[config.mk]
export PLATFORM = sky130hd
export DESIGN_NAME = pwm_seq_ctrl
export DESIGN_NICKNAME = d
export VERILOG_FILES = /design/src/rtl/pwm_ctrl_pkg.sv /design/src/rtl/duty_ramp_step.sv /design/src/rtl/pwm_seq_ctrl.sv
export SDC_FILE = /design/constraint.sdc
export NUM_CORES = 1
export LEC_CHECK = 0
export ABC_CLOCK_PERIOD_IN_PS = 6500
export BUFFER_PORTS_ARGS = -buffer_cell sky130_fd_sc_hd__buf_2
export CORE_ASPECT_RATIO = 0.75
export CORE_MARGIN = 2
export CORE_UTILIZATION = 45
export DETAILED_ROUTE_END_ITERATION = 10
export MAX_ROUTING_LAYER = met4
export PLACE_DENSITY = 0.69
export SYNTH_ARGS = -nofsm -noshare
export SYNTH_HDL_FRONTEND = slang
export SYNTH_SLANG_ARGS = --single-unit
export TNS_END_PERCENT = 50
[constraint.sdc]
create_clock -name clk -period 6.5 [get_ports clk]
set_input_delay 0.325 -clock clk [delete_from_list [all_inputs] [get_ports clk]]
set_output_delay 0.325 -clock clk [all_outputs]
set_load 0.005 [all_outputs]
[src/rtl/pwm_ctrl_pkg.sv]
// Shared definitions for the PWM sequencer: state encoding, default widths
// matching pwm_top, and the duty clamp used on requested targets.
package pwm_ctrl_pkg;

   localparam int PWM_R          = 8;
   localparam int PWM_TIMER_BITS = 8;
   localparam int PWM_DT_WIDTH   = 8;
   localparam int PWM_RP_W       = 8;

   typedef enum logic [2:0] {
      ST_IDLE    = 3'd0,
      ST_RAMP_UP = 3'd1,
      ST_RUN     = 3'd2,
      ST_RAMP_DN = 3'd3,
      ST_FAULT   = 3'd4
   } seq_state_t;

   // Limits a requested duty to 2^r, which is 100 % at resolution r.
   function automatic int unsigned clamp_duty(input int unsigned d, input int unsigned r);
      int unsigned full;
      full = 32'd1 << r;
      return (d > full) ? full : d;
   endfunction

endpackage

[src/rtl/duty_ramp_step.sv]
// Combinational saturating step of the duty value toward a goal; the extra
// headroom bit keeps duty+s and goal+s from wrapping.
module duty_ramp_step #(
   parameter int R = 8
) (
   input  logic [R:0] duty,
   input  logic [R:0] goal,
   input  logic [R:0] step,
   output logic [R:0] next_duty,
   output logic       done
);

   logic [R+1:0] duty_w;
   logic [R+1:0] goal_w;
   logic [R+1:0] step_w;
   logic [R+1:0] sum_w;
   logic [R+1:0] lim_w;
   logic [R+1:0] diff_w;

   assign duty_w = {1'b0, duty};
   assign goal_w = {1'b0, goal};
   assign step_w = {1'b0, step};
   assign sum_w  = duty_w + step_w;
   assign lim_w  = goal_w + step_w;
   assign diff_w = duty_w - step_w;

   // Below the goal we climb and stop at it; otherwise we descend and snap
   // to the goal once a full step would overshoot it.
   always_comb begin
      next_duty = goal;
      if (duty_w < goal_w) begin
         next_duty = (sum_w > goal_w) ? goal : sum_w[R:0];
      end else begin
         next_duty = (duty_w <= lim_w) ? goal : diff_w[R:0];
      end
   end

   assign done = (duty == goal);

endmodule

[src/rtl/pwm_seq_ctrl.sv]
// Sequencer for the PWM/dead-time datapath: soft start/stop ramping,
// period-aligned shadow loading of frequency and dead time, latched fault.
module pwm_seq_ctrl
   import pwm_ctrl_pkg::*;
#(
   parameter int R          = PWM_R,
   parameter int TIMER_BITS = PWM_TIMER_BITS,
   parameter int DT_WIDTH   = PWM_DT_WIDTH,
   parameter int RP_W       = PWM_RP_W
) (
   input  logic                  clk,
   input  logic                  reset,
   input  logic                  enable,
   input  logic                  fault,
   input  logic                  fault_clr,
   input  logic                  period_start,
   input  logic [R:0]            target_duty,
   input  logic [R:0]            ramp_step,
   input  logic [RP_W-1:0]       ramp_periods,
   input  logic [TIMER_BITS-1:0] final_value_in,
   input  logic [DT_WIDTH-1:0]   dt_value_in,
   output logic [R:0]            duty,
   output logic [TIMER_BITS-1:0] FINAL_VALUE,
   output logic [DT_WIDTH-1:0]   dt_value,
   output logic                  gate_en,
   output logic [2:0]            state,
   output logic                  at_target
);

   seq_state_t            state_q;
   seq_state_t            state_n;
   logic [R:0]            target_clamped;
   logic [R:0]            goal;
   logic [R:0]            step_eff;
   logic [R:0]            step_duty;
   logic [R:0]            duty_n;
   logic                  step_done;
   logic [RP_W-1:0]       rp_eff;
   logic [RP_W-1:0]       cnt_q;
   logic [RP_W-1:0]       cnt_n;
   logic [RP_W:0]         cnt_inc;
   logic                  ramp_hit;
   logic [TIMER_BITS-1:0] fv_n;
   logic [DT_WIDTH-1:0]   dt_n;
   logic                  gate_n;
   logic                  at_target_n;
   logic                  latch_q;
   logic                  latch_n;

   assign target_clamped = (R+1)'(clamp_duty(32'(target_duty), R));
   assign step_eff       = (ramp_step == '0) ? (R+1)'(1) : ramp_step;
   assign rp_eff         = (ramp_periods == '0) ? RP_W'(1) : ramp_periods;
   assign goal           = enable ? target_clamped : '0;
   assign cnt_inc        = {1'b0, cnt_q} + (RP_W+1)'(1);
   assign ramp_hit       = period_start && (cnt_inc == {1'b0, rp_eff});
   assign state          = state_q;

   duty_ramp_step #(.R(R)) u_step (
      .duty      (duty),
      .goal      (goal),
      .step      (step_eff),
      .next_duty (step_duty),
      .done      (step_done)
   );

   // Next-state and next-output logic; fault overrides everything.
   always_comb begin
      state_n = state_q;
      duty_n  = duty;
      cnt_n   = cnt_q;
      gate_n  = gate_en;
      latch_n = latch_q;
      fv_n    = period_start ? final_value_in : FINAL_VALUE;
      dt_n    = period_start ? dt_value_in : dt_value;
      if (fault) begin
         state_n = ST_FAULT;
         duty_n  = '0;
         gate_n  = 1'b0;
         latch_n = 1'b1;
         cnt_n   = '0;
      end else begin
         case (state_q)
            ST_IDLE: begin
               duty_n = '0;
               gate_n = 1'b0;
               cnt_n  = '0;
               fv_n   = final_value_in;
               dt_n   = dt_value_in;
               if (enable && !latch_q) begin
                  state_n = ST_RAMP_UP;
                  gate_n  = 1'b1;
               end
            end
            ST_RAMP_UP, ST_RAMP_DN: begin
               gate_n = 1'b1;
               if (period_start) begin
                  cnt_n = ramp_hit ? '0 : cnt_inc[RP_W-1:0];
               end
               if (ramp_hit) begin
                  duty_n = step_duty;
               end
               // Direction follows the registered duty, so a goal reversal
               // just flips the state and the ramp continues from here.
               if (step_done) begin
                  state_n = enable ? ST_RUN : ST_IDLE;
                  gate_n  = enable;
               end else if (duty < goal) begin
                  state_n = ST_RAMP_UP;
               end else begin
                  state_n = ST_RAMP_DN;
               end
            end
            ST_RUN: begin
               gate_n = 1'b1;
               cnt_n  = '0;
               if (goal > duty) begin
                  state_n = ST_RAMP_UP;
               end else if (goal < duty) begin
                  state_n = ST_RAMP_DN;
               end else if (!enable) begin
                  state_n = ST_IDLE;
                  gate_n  = 1'b0;
               end
            end
            ST_FAULT: begin
               duty_n = '0;
               gate_n = 1'b0;
               cnt_n  = '0;
               if (fault_clr && !enable) begin
                  state_n = ST_IDLE;
                  latch_n = 1'b0;
               end
            end
            default: begin
               state_n = ST_IDLE;
               duty_n  = '0;
               gate_n  = 1'b0;
               cnt_n   = '0;
            end
         endcase
      end
      at_target_n = (state_n == ST_RUN) && (duty_n == target_clamped);
   end

   // All outputs and internal state are registered here.
   always_ff @(posedge clk or posedge reset) begin
      if (reset) begin
         state_q     <= ST_IDLE;
         duty        <= '0;
         FINAL_VALUE <= '0;
         dt_value    <= '0;
         gate_en     <= 1'b0;
         at_target   <= 1'b0;
         cnt_q       <= '0;
         latch_q     <= 1'b0;
      end else begin
         state_q     <= state_n;
         duty        <= duty_n;
         FINAL_VALUE <= fv_n;
         dt_value    <= dt_n;
         gate_en     <= gate_n;
         at_target   <= at_target_n;
         cnt_q       <= cnt_n;
         latch_q     <= latch_n;
      end
   end

endmodule

; Word-level counts from Yosys, hierarchy flattened
; Index checks and enable logic that the tools add are counted.
[word_totals]
register_bits = 39
in_bits = 48
out_inout_bits = 30
elab_cells = 81
[op_classes]
n_addsub = 4
magnitude_cmp = 7
eq_ne = 9
n_mux = 40
reduce_logical = 13
[op_table]
columns = operator, count
row1 = $mux W8, 11
row2 = $mux W9, 8
row3 = $lt A9 B9 Y1, 3
row4 = $add A9 B9 Y10, 2
row5 = $eq A9 B9 Y1, 2
row6 = $mux W3, 6
row7 = $pmux W9 S2, 1
row8 = $pmux W3 S4, 1
row9 = $gt A10 B9 Y1, 1
row10 = $le A9 B10 Y1, 1
row11 = $add A8 B1 Y9 const B, 1
row12 = $eq A3 B2 Y1 const B, 3
row13 = $eq A9 B8 Y1, 1
row14 = $gt A9 B9 Y1, 1
row15 = $gt A9 B9 Y1 const B, 1
row16 = $logic_not A9 Y1, 1
row17 = $mux W1, 9
row18 = $sub A9 B9 Y9, 1
row19 = $logic_not A8 Y1, 1
row20 = $mux W2, 3
row21 = $logic_and A1 B1 Y1, 4
row22 = $reduce_bool A2 Y1, 2
row23 = $eq A3 B1 Y1 const B, 1
row24 = $eq A3 B3 Y1 const B, 1
row25 = other kinds (6), 7

; Depth between registers and ports, before layout
; Gate-level depths: netlist of run 1.
[logic_depth]
word_depth = 12
mapped_depth = 26
mapped_depth_nobuf = 23

; By module
; Synthesis of run 1 repeated with hierarchy kept, for this count alone.
[unflattened]
cells_unflattened = 530
area_unflattened_um2 = 4526.8
[by_module_without_submodules]
columns = mod, instances, cells_per_inst, area_per_inst_um2, seq_area_each_um2
row1 = pwm_seq_ctrl, 1, 292, 2667.6, 975.9
row2 = duty_ramp_step, 1, 238, 1859.3, 0.0

; Least setup slack after synthesis of run 1
; No wires, ideal clock.
[synth_timing]
path_type = input to register
startpoint = input ramp_step[8]
endpoint = register at_target
setup_ns = 0.111
arrival_time_ns = 4.974
required_time_ns = 6.389
setup_slack_ns = 1.415
stages = 20
path_buffers = 0
path_cell_list = nor4_1 -> a41o_1 -> ha_1 -> inv_1 -> fa_1 -> o21bai_1 -> a21oi_1 -> o311ai_0 -> nor2_1 -> or2_2 -> ha_1 -> a211oi_1 -> o221ai_1 -> o31ai_1 -> a22o_1 -> nor3_1 -> or3_4 -> or3_1 -> o32a_1 -> a2111oi_2
[synth_between]
elab_chain_cells = 11
word_cells_on_any_way = 15
classes_between = 3 x add/sub / 2 x order compare / 1 x eq/ne / 7 x mux / 2 x reduce/logical
[synth_lines]
columns = element, line
row1 = start: declaration, pwm_seq_ctrl.sv:18  ; input logic [R:0] ramp_step,
row2 = $logic_not A9 Y1, pwm_seq_ctrl.sv:51  ; assign step_eff = (ramp_step == '0) ? (R+1)'(1) : ramp_step;
row3 = $mux W9 (*), pwm_seq_ctrl.sv:51
row4 = "$add A9 B9 Y10, on equally long branches", "duty_ramp_step.sv:24, duty_ramp_step.sv:23"
row5 = $le A9 B10 Y1 / $gt A10 B9 Y1 (equally long branches), "duty_ramp_step.sv:34, duty_ramp_step.sv:32"
row6 = "$mux W9, on equally long branches", "duty_ramp_step.sv:34, duty_ramp_step.sv:32"
row7 = $mux W9 (*), duty_ramp_step.sv:31  ; if (duty_w < goal_w) begin
row8 = $mux W9 (*), pwm_seq_ctrl.sv:99  ; if (ramp_hit) begin
row9 = $pmux W9 S2 (*), pwm_seq_ctrl.sv:82  ; case (state_q)
row10 = $mux W9 (*), pwm_seq_ctrl.sv:75  ; if (fault) begin
row11 = via duty_n[4], pwm_seq_ctrl.sv:36  ; logic [R:0] duty_n;
row12 = $eq A9 B9 Y1 (*), pwm_seq_ctrl.sv:142  ; at_target_n = (state_n == ST_RUN) && (duty_n == target_clamped);
row13 = $logic_and A1 B1 Y1 (*), pwm_seq_ctrl.sv:142
row14 = via at_target_n, pwm_seq_ctrl.sv:46  ; logic at_target_n;
row15 = end signal: assignment, pwm_seq_ctrl.sv:162  ; at_target <= at_target_n;
row16 = end: declaration, pwm_seq_ctrl.sv:27  ; output logic at_target
; The timed path passes the listed nets; every way through them passes the cells marked *.
; A chain may end at the register's enable or synchronous reset.

; Worst setup path after layout of run 1
; Ends and elaborated chain as after synthesis.

==> results.py, run 1 <==
metrics = {
    "run_status": {
        "status": "finished clean",
    },
    "yosys": {
        "synth_top_cell_area_share_pct": 22.6,
        "postSynthCellCount": 521,
        "syn_area_mm2": 0.00432,
        "ys_ff_latch": 39,
        "async_flop_share_pct": 100,
        "syn_nets": 627,
        "ys_warn_count": 0,
        "synth-seq-area-share_pct": 22.6,
        "synth_edf_count": 0,
        "synth_top_area_cell": "dfrtp_1",
        "yosys-top-cells-area": "dfrtp_1 (23%), ha_1 (16%), a21oi_1 (4.9%)",
        "ys_types": 69,
        "synth-main-ff-cell": "dfrtp_1",
        "syn_area_per_cell_um2": 8.28,
    },
    "floorplan": {
        "die_area_mm2": 0.0104,
        "start_util_pct": 46.9,
        "row_count": 30,
        "core_area_mm2": 0.00920,
        "die_w_um": 117,
        "die_h_um": 88.8,
        "io_pins": 78,
    },
    "pwr": {
        "power_leakage_nw": 2.36,
        "peakVddDrop_mv": 0.103,
        "power-per-cell-area_mw_per_mm2": 140,
    },
    "worst_setup_path": {
        "cp.depth": 21,
        "cp.buffers_inverters": 2,
        "worstSetupStartpointType": "input pin",
        "crit_path_start": "ramp_step[8]",
        "crit_fanout": 9,
        "r2r_cells": 17,
        "worstSetupPathType": "input pin to flip-flop",
        "crit_path_frequent_cell": "ha_1",
        "end_kind": "flip-flop",
        "r2r-start": "duty[1]",
        "cp_data_arrival_time_ns": 5.86,
        "cp_top_family": "compound AO/OA/AOI/OAI gates",
        "path_cells": "buf_2 -> nor4_1 -> a41o_1 -> ha_1 -> inv_1 -> fa_1 -> o21bai_1 -> a21oi_1 -> o311ai_0 -> nor2_1 -> or2_2 -> ha_1 -> a211oi_1 -> o221ai_1 -> o31ai_1 -> a22o_1 -> nor3_1 -> or3_4 -> or3_1 -> o32a_1 -> a2111oi_2",
        "slowest_stage": "o31ai_1",
        "slowest_delay_ns": 0.88,
        "worstPathRequired_ns": 6.67,
    },
    "timing": {
        "timing.final.max_slew_violations": 0,
        "hold_viol": 0,
        "fin_skew_ns": 0.00434,
        "setup_slack_ns": 0.811,
        "setup-tns-final_ns": 0,
        "setup_violations": 0,
        "holdWs_ns": 0.161,
        "slew_headroom_pct": 27.5,
        "tightestPinTransition_ns": 1.08,
        "max_freq_ghz": 0.176,
        "rsz0062_at_grt": "no",
        "period_share_pct": 87.5,
        "period_needed_ns": 5.69,
    },
    "global_routing": {
        "grt_antenna_before_repair": 0,
        "overflow": 0,
        "grt_pass1_vias": 4020,
        "grt_pass1_wl_mm": 20.4,
        "grt_max_degree": 40,
        "grt_usage_pct": 25.9,
    },
    "clock_network": {
        "path_clk_slew_ns": 0.06,
        "cts_tree": "built",
        "cts_hold_buf": 0,
        "ctsHtreeMaxLevel": 2,
        "cts_resized": 0,
        "clk_latency_ns": 0.28,
        "clock_path_buffers": 2,
        "cts_made_buffers": 5,
        "post_cts_buffers": 0,
        "clock_sinks": 39,
        "root_buffer": "clkbuf_16",
    },
    "cells_and_area": {
        "drive_above_1_share_pct": 21.6,
        "syn2layout_area_growth_pct": 14.1,
        "fillers": 883,
        "seqCellArea_um2": 976,
        "multiInputGateArea_mm2": 0.00308,
        "postLayoutCellArea_mm2": 0.00492,
        "n_antenna_cell": 0,
        "fin_util_pct": 53.5,
        "fin_nets": 689,
    },
    "job": {
        "max-cap-violations": 0,
    },
    "drt": {
        "drc_errors": 0,
        "post_drt_wl_per_cell_um": 18.2,
        "wl_mm": 13.0,
        "vias_per_cell": 5.99,
        "ant_nets": 0,
        "vias": 4265,
        "drtIter0Drc": 455,
        "first_pass_iters": 6,
    },
    "placement": {
        "gp_congestion": 1.06,
        "place_area_mm2": 0.00478,
        "dp_hpwl_mm": 10.3,
        "place_ws_ns": 0.607,
        "buffer_ports.inserted": 77,
    },
    "worst_hold_path": {
        "hold_path.class": "input pin to async pin",
    },
}
Yosys cell counts, types with 4 or more instances:
master     number
clkbuf_1       22
dfrtp_1        39
nor3_1         13
nand3_1        12
ha_1           55
or2_2           5
a22oi_1         4
or3_1          10
a31oi_1         5
inv_1          38
a21o_1          6
nor2b_1         7
nand4_1         6
xor2_1         11
nand2b_1       10
o21a_1          5
a21oi_1        42
mux2_2         17
xnor2_1        14
nor2_1         31
o21ai_0        27
nand2_1        42
o211ai_1        7
and3_1          7
o2111ai_1       5
and2_1          5
or3b_2          4
report_power, final:
group          total [W]  switching (W)  internal [W]
clock           0.000237      0.0000958      0.000141
combinational   0.000190       0.000110     0.0000805
sequential      0.000262     0.00000639      0.000255
tightest hold or removal path, stage by stage:
cell and delay (ns):
buf_2 0.09, inv_1 0.04, buf_4 0.42
cell usage in the layout (no fill, tap or decap), types with 6 or more instances in the layout:
cell       n
ha_1      55
nand3_1   12
o21ai_0   27
a21oi_1   42
xnor2_1   14
buf_2     77
a21o_1     6
nor3_1    13
mux2_2    17
o211ai_1   7
dfrtp_1   39
nor2_1    31
or3_1     10
nor2b_1    7
nand2_1   42
inv_1     38
xor2_1    11
nand4_1    6
and3_1     7
nand2b_1  10
cell type report:
type | instances | share of cell area [%]
clock buffer | 5 | 2.54
inverter | 38 | 2.90
tap | 128 | 3.25
timing repair buffer | 81 | 8.44
clock inverter | 3 | 0.407
sequential | 39 | 19.8
multi-input combinational | 418 | 62.6
metal layers:
layer	part of all wire, %	up-vias	wire, µm	GRT usage [%]
li1	-	2028	-	-
met1	47	2009	6080	37.4
met2	42	205	5460	37.0
met3	10	23	1300	7.33
met4	1.0	0	132	3.53
met5	0	-	0	-
registers in the layout, summed over array words and instances (netlist names):
| name | flops |
|---|---|
| gate_en | 1 |
| cnt_q | 8 |
| dt_value | 8 |
| FINAL_VALUE | 8 |
| latch_q | 1 |
| duty | 9 |
| state | 3 |
| at_target | 1 |
logic make-up after synthesis:
logic type      after synthesis  synth area share (%)
simple gates                174                  21.7
compound gates              144                  22.9
buf+inv                      64                  5.94
fa+ha+maj                    58                  17.3
flops                        39                  22.6
xor+xnor                     25                  5.07
mux                          17                  4.44
metrics by stage:
stage,total power [W],instances
3_5_place_dp,0.000452,704
2_1_floorplan,0.000387,521
5_1_grt,0.000728,712
3_3_place_gp,0.000448,704
6_report,0.000689,712
4_1_cts,0.000690,712
final timing paths:
path	slack, ns	to
setup / recovery	0.81	at_target
hold / removal	0.16	dt_value[2]
setup reg to reg	0.86	at_target
hold reg to reg	0.50	FINAL_VALUE[0]
max in group asynchronous	6.00	state[1]
min in group clk	0.28	state[0]
Power figures use the tool's default switching activity.
==> run 2: changes to the inputs <==
- BUFFER_PORTS_ARGS: -buffer_cell sky130_fd_sc_hd__buf_2 -> -buffer_cell sky130_fd_sc_hd__buf_4
==> run 2 against run 1 <==
Via count decreased by 0.75%. Utilization grew 2.0 points. Non-clock buffer count unchanged. Routed wire length grew 1.5%. Combinational power is 8% higher. Die area unchanged.
==> results.py, run 2 (synthesized netlist as in run 1, its figures left out) <==
metrics = {
    "placement": {
        "gp_congestion": 1.05,
        "dp_hpwl_mm": 10.6,
        "place_area_mm2": 0.00497,
        "buffer_ports.inserted": 77,
        "place_ws_ns": 0.593,
    },
    "clock_network": {
        "clock_sinks": 39,
        "cts_tree": "built",
        "post_cts_buffers": 0,
        "cts_hold_buf": 0,
        "ctsHtreeMaxLevel": 2,
        "cts_resized": 0,
        "clock_path_buffers": 2,
        "cts_made_buffers": 5,
        "path_clk_slew_ns": 0.06,
        "root_buffer": "clkbuf_16",
        "clk_latency_ns": 0.28,
    },
    "timing": {
        "rsz0062_at_grt": "no",
        "setup-tns-final_ns": 0,
        "timing.final.max_slew_violations": 0,
        "hold_viol": 0,
        "slew_headroom_pct": 25.5,
        "setup_slack_ns": 0.702,
        "period_share_pct": 89.2,
        "fin_skew_ns": 0.00632,
        "holdWs_ns": 0.174,
        "max_freq_ghz": 0.172,
        "setup_violations": 0,
        "tightestPinTransition_ns": 1.11,
        "period_needed_ns": 5.80,
    },
    "drt": {
        "drtIter0Drc": 345,
        "drc_errors": 0,
        "ant_nets": 0,
        "wl_mm": 13.2,
        "vias_per_cell": 5.95,
        "first_pass_iters": 7,
        "vias": 4233,
        "post_drt_wl_per_cell_um": 18.5,
    },
    "floorplan": {
        "start_util_pct": 46.9,
        "row_count": 30,
        "die_area_mm2": 0.0104,
        "die_w_um": 117,
        "io_pins": 78,
        "die_h_um": 88.8,
        "core_area_mm2": 0.00920,
    },
    "worst_setup_path": {
        "path_cells": "buf_4 -> nor4_1 -> a41o_1 -> ha_1 -> inv_1 -> fa_1 -> o21bai_1 -> a21oi_1 -> o311ai_0 -> nor2_1 -> or2_2 -> ha_1 -> nand4_1 -> o221ai_1 -> o31ai_1 -> a22o_1 -> nor3_1 -> or3_4 -> or3_1 -> o32a_1 -> a2111oi_2",
        "worstPathRequired_ns": 6.66,
        "cp.depth": 21,
        "worstSetupStartpointType": "input pin",
        "slowest_stage": "o31ai_1",
        "crit_path_frequent_cell": "ha_1",
        "worstSetupPathType": "input pin to flip-flop",
        "ff2ff_setup_slack_ns": 0.79,
        "crit_path_start": "ramp_step[8]",
        "r2r_cells": 17,
        "r2r-start": "duty[1]",
        "end_kind": "flip-flop",
        "crit_fanout": 9,
        "slowest_delay_ns": 0.90,
        "cp_top_family": "compound AO/OA/AOI/OAI gates",
        "cp.buffers_inverters": 2,
        "cp_data_arrival_time_ns": 5.96,
    },
    "worst_hold_path": {
        "hold_path.class": "input pin to async pin",
    },
    "pwr": {
        "clkPwrFrac_pct": 33.2,
        "p_comb_share_pct": 29.3,
        "p_int_w": 0.000492,
        "p_switching_w": 0.000208,
        "peakVddDrop_mv": 0.0903,
        "p_seq_share_pct": 37.6,
        "total_power_w": 0.000700,
        "switching_share_pct": 29.7,
        "power-per-cell-area_mw_per_mm2": 137,
        "power_leakage_nw": 2.41,
    },
    "global_routing": {
        "grt_max_degree": 40,
        "grt_pass1_wl_mm": 20.6,
        "overflow": 0,
        "grt_pass1_vias": 4001,
        "grt_usage_pct": 26.5,
        "grt_antenna_before_repair": 0,
    },
    "cells_and_area": {
        "final_cell_mix": "buf_4 (81), ha_1 (55), a21oi_1 (42), nand2_1 (42), dfrtp_1 (39)",
        "fillers": 864,
        "syn2layout_area_growth_pct": 18.4,
        "seqCellArea_um2": 976,
        "multiInputGateArea_mm2": 0.00308,
        "largest_reg_flops": 9,
        "final_common_cell": "buf_4",
        "drive_above_1_share_pct": 21.2,
        "largest_register": "duty",
        "postLayoutCellArea_mm2": 0.00511,
        "fin_nets": 689,
        "n_antenna_cell": 0,
    },
    "job": {
        "max-cap-violations": 0,
    },
    "run_status": {
        "status": "finished clean",
    },
}
## run 2: cell count changes in the layout (fill, tap and decap cells not counted)
cell and change:
clkbuf_1 +2, clkinvlp_4 -2, buf_4 +77, buf_2 -77
## run 2: metal layers
| metal | up-vias | GRT usage, % | routed length, µm |
|---|---|---|---|
| met5 | - | - | 0 |
| met4 | 0 | 4.81 | 225 |
| met3 | 23 | 8.01 | 1350 |
| met2 | 184 | 37.5 | 5390 |
| met1 | 1991 | 37.6 | 6200 |
| li1 | 2035 | - | - |
## run 2: metrics by stage
stage	util, %	std cells
global route	55.5	712
global placement	54.0	704
CTS	55.5	712
finish	55.5	712
detailed placement	54.0	704
floorplan	-	521
## run 2: worst register-to-register path, stage by stage, from the launching register on
cell and delay, ns:
dfrtp_1 0.64, inv_1 0.18, fa_1 0.51, o21bai_1 0.16, a21oi_1 0.14, o311ai_0 0.37, nor2_1 0.10, or2_2 0.29
ha_1 0.29, nand4_1 0.14, o221ai_1 0.12, o31ai_1 0.90, a22o_1 0.47, nor3_1 0.08, or3_4 0.35, or3_1 0.35
o32a_1 0.19, a2111oi_2 0.31
## run 2: final cells by class
| cell class | count | share of cell area, % |
|---|---|---|
| clock buffer | 7 | 2.60 |
| clock inverter | 1 | 0.0980 |
| inverter | 38 | 2.79 |
| multi-input combinational | 418 | 60.4 |
| sequential | 39 | 19.1 |
| tap | 128 | 3.14 |
| timing repair buffer | 81 | 11.9 |
## run 2: worst paths after layout
| path | end |
|---|---|
| setup reg to reg | at_target |
| hold / removal | cnt_q[4] |
| min in group clk | state[0] |
| max in group asynchronous | dt_value[4] |
| hold reg to reg | dt_value[7] |
| setup / recovery | at_target |
## run 2: power groups by stage
stage                     combinational, W  clock, W  sequential, W
after floorplan                   0.000120         0       0.000267
after global placement            0.000197         0       0.000266
after detailed placement          0.000201         0       0.000267
after CTS                         0.000202  0.000235       0.000263
after global routing              0.000225  0.000244       0.000264
final                             0.000205  0.000232       0.000263
==> run 3: changes to the inputs <==
- ABC_CLOCK_PERIOD_IN_PS: 6500 -> 5200
- PLACE_DENSITY: 0.69 -> 0.71
- clock period: 6.5 -> 5.2 ns (I/O delays scaled with it)
==> run 3 against run 2 <==
First-iteration DRC count up 30%. Register-to-register slack worse by 0.33 ns. Power is 37% higher. Cell area grew 3.4%. Die area unchanged. Clock power up 56%. Critical path depth rose by 1. Sequential power increased by 25%. Routed wire length is 2.9% higher. Clock-buffer cell count decreased by 1. Sequential share of layout area fell by 0.62 points. Largest power group is now the clock network.
==> results.py, run 3 (synthesized netlist as in run 1, its figures left out) <==
metrics = {
    "cells_and_area": {
        "final_common_cell": "buf_4",
        "drive_above_1_share_pct": 23.9,
        "final_cell_mix": "buf_4 (99), ha_1 (55), a21oi_1 (42), nand2_1 (42), dfrtp_1 (39)",
        "syn2layout_area_growth_pct": 22.3,
        "fillers": 843,
        "n_antenna_cell": 0,
        "largest_reg_flops": 9,
        "fin_nets": 707,
        "largest_register": "duty",
    },
    "global_routing": {
        "grt_max_degree": 40,
        "grt_usage_pct": 27.3,
        "grt_pass1_vias": 3971,
        "grt_antenna_before_repair": 0,
        "overflow": 0,
        "grt_pass1_wl_mm": 21.1,
    },
    "floorplan": {
        "start_util_pct": 46.9,
        "die_h_um": 88.8,
        "die_area_mm2": 0.0104,
        "die_w_um": 117,
        "row_count": 30,
        "core_area_mm2": 0.00920,
        "io_pins": 78,
    },
    "pwr": {
        "clkPwrFrac_pct": 37.8,
        "p_int_w": 0.000685,
        "power_leakage_nw": 2.52,
        "peakVddDrop_mv": 0.147,
        "total_power_w": 0.000959,
        "p_comb_share_pct": 28.0,
        "p_seq_share_pct": 34.2,
        "p_switching_w": 0.000274,
        "switching_share_pct": 28.6,
        "power-per-cell-area_mw_per_mm2": 182,
    },
    "timing": {
        "max_freq_ghz": 0.204,
        "fin_skew_ns": 0.00607,
        "hold_viol": 0,
        "rsz0062_at_grt": "no",
        "period_needed_ns": 4.90,
        "tightestPinTransition_ns": 0.854,
        "timing.final.max_slew_violations": 0,
        "slew_headroom_pct": 42.6,
        "setup-tns-final_ns": 0,
        "period_share_pct": 94.2,
        "setup_violations": 0,
    },
    "drt": {
        "vias_per_cell": 5.92,
        "drtIter0Drc": 448,
        "post_drt_wl_per_cell_um": 18.6,
        "ant_nets": 0,
        "first_pass_iters": 5,
        "wl_mm": 13.5,
        "drc_errors": 0,
        "vias": 4324,
    },
    "worst_setup_path": {
        "worstSetupPathType": "input pin to flip-flop",
        "cp_data_arrival_time_ns": 5.07,
        "end_kind": "flip-flop",
        "crit_fanout": 5,
        "worstPathRequired_ns": 5.37,
        "worstSetupStartpointType": "input pin",
    },
    "clock_network": {
        "clk_latency_ns": 0.28,
        "clock_path_buffers": 2,
        "cts_hold_buf": 0,
        "clock_sinks": 39,
        "cts_tree": "built",
        "ctsHtreeMaxLevel": 2,
        "root_buffer": "clkbuf_16",
        "path_clk_slew_ns": 0.06,
        "cts_made_buffers": 5,
    },
    "job": {
        "max-cap-violations": 0,
    },
    "placement": {
        "gp_congestion": 1.00,
        "buffer_ports.inserted": 77,
        "dp_hpwl_mm": 11.1,
    },
    "worst_hold_path": {
        "hold_path.class": "input pin to async pin",
    },
    "run_status": {
        "status": "finished clean",
    },
}
## run 3: path summary, 6_finish.rpt
| path | startpoint | depth (start not counted) | slack [ns] | end |
|---|---|---|---|---|
| setup / recovery | ramp_step[8] | 22 | 0.30 | at_target |
| hold / removal | reset | 3 | 0.11 | dt_value[1] |
| setup reg to reg | duty[1] | 18 | 0.46 | at_target |
| hold reg to reg | dt_value[2] | 1 | 0.50 | dt_value[2] |
| max in group asynchronous | reset | 3 | 4.74 | duty[6] |
| min in group clk | fault | 2 | 0.18 | state[0] |
## run 3: layout make-up
class / count / area, µm² / share of cell area [%]
inverters: 38 / 143 / 2.70
repair buffers: 99 / 743 / 14.1
flip-flops and latches: 39 / 976 / 18.5
multi-input cells: 418 / 3080 / 58.4
clock inverters: 2 / 35.0 / 0.664
well taps: 128 / 160 / 3.03
clock buffers: 6 / 139 / 2.63
## run 3: timing repair
| item | in CTS | in global routing |
|---|---|---|
| gates resized for setup | 0 | 1 |
| setup buffers | 0 | 0 |
| endpoints found under the setup margin | 0 | 1 |
## run 3: critical path, stage by stage
cell and delay (ns):
buf_4 0.13, nor4_1 0.29, a41o_1 0.24, ha_1 0.17, inv_1 0.05, fa_1 0.41
o21bai_1 0.17, a21oi_1 0.15, o311ai_1 0.29, nor2_1 0.09, or2_2 0.28, ha_1 0.29
nand4_1 0.15, o32ai_1 0.34, o211ai_1 0.13, o31ai_1 0.12, a22o_1 0.30, nor3_1 0.07
or3_4 0.34, or3_1 0.35, o32a_1 0.19, a2111oi_2 0.28
## run 3: per-stage QoR
step	util, %	worst slack (ns)	cells	cell area (µm²)	hold slack [ns]
after global routing	57.4	0.0202	730	5280	0.157
after CTS	57.4	0.310	730	5280	0.128
after global placement	55.5	0.129	722	5100	0.421
final	57.4	0.302	730	5280	0.111
after detailed placement	55.5	0.0525	722	5100	0.424
after floorplan	-	0.180	521	4320	0.333
## run 3: per-layer routing
layer | routed length (µm) | GRT usage, % | vias to the layer above
met2 | 5670 | 38.2 | 173
met3 | 1250 | 6.37 | 12
met5 | 0 | - | -
li1 | - | - | 2072
met1 | 6520 | 40.8 | 2067
met4 | 119 | 3.32 | 0
## run 3: power groups by stage
stage	Combinational (W)	Clock, W	Sequential [W]
2_1_floorplan	0.000149	0	0.000334
3_3_place_gp	0.000260	0	0.000333
3_5_place_dp	0.000263	0	0.000334
4_1_cts	0.000265	0.000365	0.000328
5_1_grt	0.000293	0.000385	0.000330
6_report	0.000268	0.000363	0.000328
